**config.mk**
```make
export PLATFORM = sky130hd
export DESIGN_NAME = mem_port_arbiter
export DESIGN_NICKNAME = d
export VERILOG_FILES = /design/src/rtl/mem_port_arbiter_pkg.sv /design/src/rtl/mem_port_arbiter_starve.sv /design/src/rtl/mem_port_arbiter.sv
export SDC_FILE = /design/constraint.sdc
export NUM_CORES = 1
export LEC_CHECK = 0
export ABC_AREA = 0
export CAP_MARGIN = 20
export CORE_AREA = 2 2 106 108
export CTS_CLUSTER_SIZE = 28
export DETAILED_ROUTE_END_ITERATION = 10
export DIE_AREA = 0 0 108 110
export PLACE_DENSITY = 0.8
export SYNTH_ARGS = -nofsm -noshare
export SYNTH_HDL_FRONTEND = slang
export SYNTH_SLANG_ARGS = --single-unit
```
**constraint.sdc**
```tcl
create_clock -name clk -period 2.15 [get_ports clk]
set_input_delay 0.5375 -clock clk [delete_from_list [all_inputs] [get_ports clk]]
set_output_delay 0.5375 -clock clk [all_outputs]
set_load 0.02 [all_outputs]
```
**src/rtl/mem_port_arbiter_pkg.sv**
```systemverilog
// Shared types and constants for the data-memory port arbiter.
// Grant encoding, misalignment masks and the alignment helper.
package mem_port_arbiter_pkg;

  localparam int STARVE_LIMIT_DEF = 4;

  localparam logic [1:0] WORD_MIS_MASK = 2'b11;
  localparam logic [1:0] HALF_MIS_MASK = 2'b01;

  typedef enum logic [1:0] {
    GNT_NONE,
    GNT_IF,
    GNT_DM
  } gnt_e;

  // Halfword wins over byte; byte accesses are always aligned.
  function automatic logic misaligned(
    input logic [1:0] lsb,
    input logic       half,
    input logic       is_byte
  );
    if (half)    return |(lsb & HALF_MIS_MASK);
    if (is_byte) return 1'b0;
    return |(lsb & WORD_MIS_MASK);
  endfunction

endpackage

```
**src/rtl/mem_port_arbiter_starve.sv**
```systemverilog
// Fetch starvation counter for the memory port arbiter.
// Saturates at LIMIT stalled cycles and then forces a fetch grant.
module mem_port_arbiter_starve #(
  parameter int LIMIT = 4
) (
  input  logic clk,
  input  logic rst_n,
  input  logic if_req,
  input  logic if_ack,
  output logic force_if
);

  localparam int W = $clog2(LIMIT + 1);
  localparam logic [W-1:0] LIM = W'(LIMIT);

  logic [W-1:0] cnt_q;
  logic [W-1:0] cnt_d;

  // Count stalled fetch cycles, clear on grant or idle.
  always_comb begin
    cnt_d = cnt_q;
    if (!if_req || if_ack) begin
      cnt_d = '0;
    end else if (cnt_q != LIM) begin
      cnt_d = cnt_q + W'(1);
    end
  end

  // Counter register.
  always_ff @(posedge clk) begin
    if (!rst_n) cnt_q <= '0;
    else        cnt_q <= cnt_d;
  end

  assign force_if = (cnt_q == LIM);

endmodule

```
**src/rtl/mem_port_arbiter.sv**
```systemverilog
// Data-memory port arbiter between fetch and load/store ports.
// Data port wins unless fetch has starved; responses registered.
module mem_port_arbiter
  import mem_port_arbiter_pkg::*;
#(
  parameter int   STARVE_LIMIT = STARVE_LIMIT_DEF,
  parameter logic ALIGN_CHECK  = 1'b1
) (
  input  logic        clk,
  input  logic        rst_n,
  input  logic        if_req,
  input  logic [31:0] if_addr,
  output logic        if_ack,
  output logic        if_rvalid,
  output logic [31:0] if_rdata,
  input  logic        dm_req,
  input  logic        dm_we,
  input  logic        dm_half,
  input  logic        dm_byte,
  input  logic [31:0] dm_addr,
  input  logic [31:0] dm_wdata,
  output logic        dm_ack,
  output logic        dm_rvalid,
  output logic [31:0] dm_rdata,
  output logic        dm_fault,
  output logic [31:0] mem_addr,
  output logic        mem_read,
  output logic        mem_write,
  output logic        mem_half,
  output logic        mem_byte,
  output logic [31:0] mem_wdata,
  input  logic [31:0] mem_rdata
);

  gnt_e gnt;
  logic force_if;
  logic if_win;
  logic dm_win;
  logic mis;

  logic        if_rvalid_q, if_rvalid_d;
  logic [31:0] if_rdata_q,  if_rdata_d;
  logic        dm_rvalid_q, dm_rvalid_d;
  logic [31:0] dm_rdata_q,  dm_rdata_d;
  logic        dm_fault_q,  dm_fault_d;

  mem_port_arbiter_starve #(
    .LIMIT (STARVE_LIMIT)
  ) u_starve (
    .clk      (clk),
    .rst_n    (rst_n),
    .if_req   (if_req),
    .if_ack   (if_ack),
    .force_if (force_if)
  );

  assign mis = ALIGN_CHECK &&
               misaligned(dm_addr[1:0], dm_half, dm_byte);

  assign if_win = rst_n && if_req && (force_if || !dm_req);
  assign dm_win = rst_n && dm_req && !(force_if && if_req);

  // Pick one requester and drive the memory strobes.
  always_comb begin
    gnt       = GNT_NONE;
    mem_addr  = '0;
    mem_read  = 1'b0;
    mem_write = 1'b0;
    mem_half  = 1'b0;
    mem_byte  = 1'b0;
    mem_wdata = '0;
    unique case (1'b1)
      if_win: begin
        gnt      = GNT_IF;
        mem_addr = if_addr;
        mem_read = 1'b1;
      end
      dm_win: begin
        gnt       = GNT_DM;
        mem_addr  = dm_addr;
        mem_read  = !dm_we && !mis;
        mem_write = dm_we && !mis;
        mem_half  = dm_half;
        mem_byte  = dm_byte && !dm_half;
        mem_wdata = dm_wdata;
      end
      default: gnt = GNT_NONE;
    endcase
  end

  assign if_ack = (gnt == GNT_IF);
  assign dm_ack = (gnt == GNT_DM);

  // Capture read data on grant and form one-cycle pulses.
  always_comb begin
    if_rvalid_d = if_ack;
    if_rdata_d  = if_ack ? mem_rdata : if_rdata_q;
    dm_rvalid_d = dm_ack && !dm_we && !mis;
    dm_rdata_d  = dm_rvalid_d ? mem_rdata : dm_rdata_q;
    dm_fault_d  = dm_ack && mis;
  end

  // Response registers.
  always_ff @(posedge clk) begin
    if (!rst_n) begin
      if_rvalid_q <= 1'b0;
      if_rdata_q  <= '0;
      dm_rvalid_q <= 1'b0;
      dm_rdata_q  <= '0;
      dm_fault_q  <= 1'b0;
    end else begin
      if_rvalid_q <= if_rvalid_d;
      if_rdata_q  <= if_rdata_d;
      dm_rvalid_q <= dm_rvalid_d;
      dm_rdata_q  <= dm_rdata_d;
      dm_fault_q  <= dm_fault_d;
    end
  end

  assign if_rvalid = if_rvalid_q;
  assign if_rdata  = if_rdata_q;
  assign dm_rvalid = dm_rvalid_q;
  assign dm_rdata  = dm_rdata_q;
  assign dm_fault  = dm_fault_q;

endmodule

```
==> metrics.csv, run 1 <==
stage,metric,value,unit
timing,timing.setup.tns,-15080,ps
setup_path,crit_chain,inv_2 > ha_4 > and3_4 > nor2_4 > buf_6 > buf_12 > buf_16 > a22o_4 > buf_6,
place,hpwlAfterDp,10440,um
setup_path,cp_top_family,buffers and inverters,
grt,antenna_found_initial,1,
setup_path,cp_slowest_cell,dfxtp_2,
cts,path_clk_slew,70,ps
cells_and_area,final_nets,817,
cells_and_area,layout-drive-gt1-share,26.28,%
floorplanning,die-area,11880,sq um
timing,finalCritPeriodShare,114.0,%
cts,cts_sinks,70,
grt,grtUsageTotal,22.39,%
grt,overflow,0,
detailed_routing,wl_per_cell,17.81,um
run_status,status,"finished, violations left",
timing,fmax,408.1,MHz
cts,cts_root_buf,clkbuf_8,
cells_and_area,fin_util,63.32,%
cells_and_area,syn_to_final_growth,121.5,%
detailed_routing,drt_iter0_markers,285,
setup_path,critPathLaunch,u_starve.cnt_q[0]$_SDFFE_PP0P_,
setup_path,critPathArrivalTime,1910,ps
cells_and_area,regArea,1404,sq um
floorplanning,die_w,108,um
setup_path,crit_path_start_kind,register,
timing,finalHoldViolCount,0,
grt,grt_pass1_vias,3821,
pwr,ir_drop,0.3033,mV
place,place_ws,-806.2,ps
yosys,synth_area,3058,sq um
cells_and_area,nFillCells,860,
cts,cts_hold_buf,0,
setup_path,r2r_start,u_starve.cnt_q[0]$_SDFFE_PP0P_,
cts,htreeDepth,3,
floorplanning,fp-row-count,38,
setup_path,cp_max_fo,7,
setup_path,required,1610,ps
floorplanning,ios,272,
detailed_routing,vias_per_cell,4.791,
floorplanning,initial_utilization,28.58,%
cts,clock_path_buffers,2,
timing,slew-limit-headroom,55.86,%
yosys,synth_cell_types,25,
floorplanning,dieHeight,110,um
timing,worst_slew_pin_slew,662.1,ps
yosys,syn-num-nets,525,
cts,cts_buffers,9,
yosys,ys_ff_latch,70,
setup_path,path_common_cell,buf_6,
detailed_routing,drc_errors,0,
timing,skew,7.118,ps
timing,finalSetupViolCount,70,
floorplanning,core,10700,sq um
cells_and_area,multi_input_area,1643,sq um
detailed_routing,vias,3957,
pwr,p_leak,2.734,nW
timing,min_period,2451,ps
detailed_routing,wl,14710,um
place,place.gp.congestion,0.9139,
place,dp.cells,785,
detailed_routing,ant_nets,0,
setup_path,cp-end-kind,primary output,
pwr,p_per_area,520.7,nW/um^2
detailed_routing,drtPass1Iterations,7,
timing,grt_setup_unrepaired,true,
flow_run,cap_violations,0,
setup_path,path_buf_inv,5,
setup_path,slowest_delay,330,ps
timing,slew_viol_final,0,
cts,cts_tree,done,
setup_path,crit_type,reg -> out,
yosys,yosysSeqAreaShare,45.83,%
run_status,violations,negative setup slack,
place,placed_cell_area,5989,sq um
grt,grt_pass1_wl,19940,um
cells_and_area,final_cells,826,
yosys,netlist_instances,388,
yosys,avgSynthCellArea,7.881,sq um
hold_path,holdCritPathClass,reg -> reg,
cts,insertion_delay,360,ps
hold_path,hold_start,dm_rdata[17]$_SDFFE_PN0P_,
yosys,yosysWarnings,0,
timing,worst_slack,-300.5,ps
place,io_buffers,271,
grt,grt_max_degree,65,
cells_and_area,design_area,6774,sq um
-- report_power, final --
part | switching, mW | total, mW | internal [mW] | leakage [nW]
registers | 0.0319 | 1.39 | 1.36 | 0.572
clock network | 0.492 | 1.09 | 0.593 | 0.106
logic | 0.453 | 1.05 | 0.600 | 2.06
total | 0.976 | 3.53 | 2.55 | 2.73
-- routing by layer --
layer	global-route usage (%)	share of wire (%)
met5	0	0
met4	14.29	4.7
met3	5.938	7.7
met2	39.62	51
met1	23.65	36
-- state kept, by name, indices dropped and copies added (netlist names) --
| register | flops |
|---|---|
| dm_rvalid | 1 |
| if_rvalid | 1 |
| dm_fault | 1 |
| if_rdata | 32 |
| u_starve.cnt_q | 3 |
| dm_rdata | 32 |
-- worst reg2reg max path, stage by stage (launching register included) --
cell,delay (ps)
dfxtp_2,340
inv_2,50
ha_4,160
and3_4,180
buf_4,140
buf_6,110
nor3_4,130
and2_4,170
buf_4,330
o21ai_1,160
-- layout make-up --
type / count / share of cell area (%)
diodes: 1 / 0.03694
clock buffers: 12 / 2.290
clock inverters: 4 / 0.6649
inverters: 2 / 0.1108
multi-input cells: 282 / 24.25
flip-flops and latches: 70 / 20.72
well taps: 140 / 2.586
repair buffers: 315 / 49.34
-- layout by cell type, fill, tap and decap left out, drive strengths merged, types with 3 or more instances in the layout --
master,count
clkbuf,14
clkinv,3
nand3,33
clkdlybuf4s50,197
a21oi,3
dfxtp,70
and2,36
nor3,3
buf,112
nand2,99
nor2,3
a22o,32
dlygate4sd2,3
o21ai,65
-- through the flow --
step | hold WS, ps | total power, mW
after floorplan | 478.8 | 1.753
after global placement | 437.4 | 2.321
after detailed placement | 443.4 | 2.335
after CTS | 452.7 | 3.503
after global routing | 461.1 | 3.662
final | 453.2 | 3.527
-- logic make-up (layout without fill, tap and decap cells) --
kind of cell             count (synthesis)  in the layout  synth area share (%)
AND/OR/NAND/NOR                        179            179                 27.29
adder cells (fa/ha/maj)                  2              2                0.8182
other                                    0              1                     0
flip-flops                              70             70                 45.83
AO/OA/AOI/OAI                          100            100                 20.42
buffers and inverters                   36            333                 5.319
multiplexers                             1              1                0.3273
-- synth_stat cells --
cell type  count  area (sq um)
a21oi_1        2         10.01
a21oi_2        1         8.760
a22o_1        32         280.3
and2_1        36         225.2
and3_1         1         6.260
and3_2         1         7.510
buf_1          1         3.750
buf_2          7         35.03
buf_4          5         37.54
clkbuf_1      21         78.83
dfxtp_1       70          1401
ha_1           2         25.02
inv_1          2         7.510
mux2i_1        1         10.01
nand2_1       98         367.9
nand2_2        1         6.260
nand2b_1       1         6.260
nand3_1       33         165.2
nor2_1         3         11.26
nor2b_1        1         6.260
nor3_1         2         10.01
nor3_4         1         16.27
o21ai_0       35         175.2
o21ai_1       30         150.1
or2_2          1         6.260
-- final timing paths --
path / endpoint / slack (ps) / depth (start not counted)
worst max-delay path: mem_addr[0] / -300 / 9
worst min-delay path: dm_rdata[17]$_SDFFE_PN0P_ / 450 / 2
worst max register to register: dm_rdata[5]$_SDFFE_PN0P_ / 270 / 9
worst min register to register: dm_rdata[17]$_SDFFE_PN0P_ / 450 / 2
-- what timing repair did --
item	4_1_cts	5_1_grt
gates cloned	5	3
setup endpoints to repair	70	70
pin swaps	12	6
setup buffers	13	3
resized for setup	449	34
Power figures use the tool's default switching activity.
==> run 2: changes to the inputs <==
Settings changed: GPL_TIMING_DRIVEN set to 1.
==> results of run 2 <==
No change in the layout: final DEF, timing and power equal those of run 1.
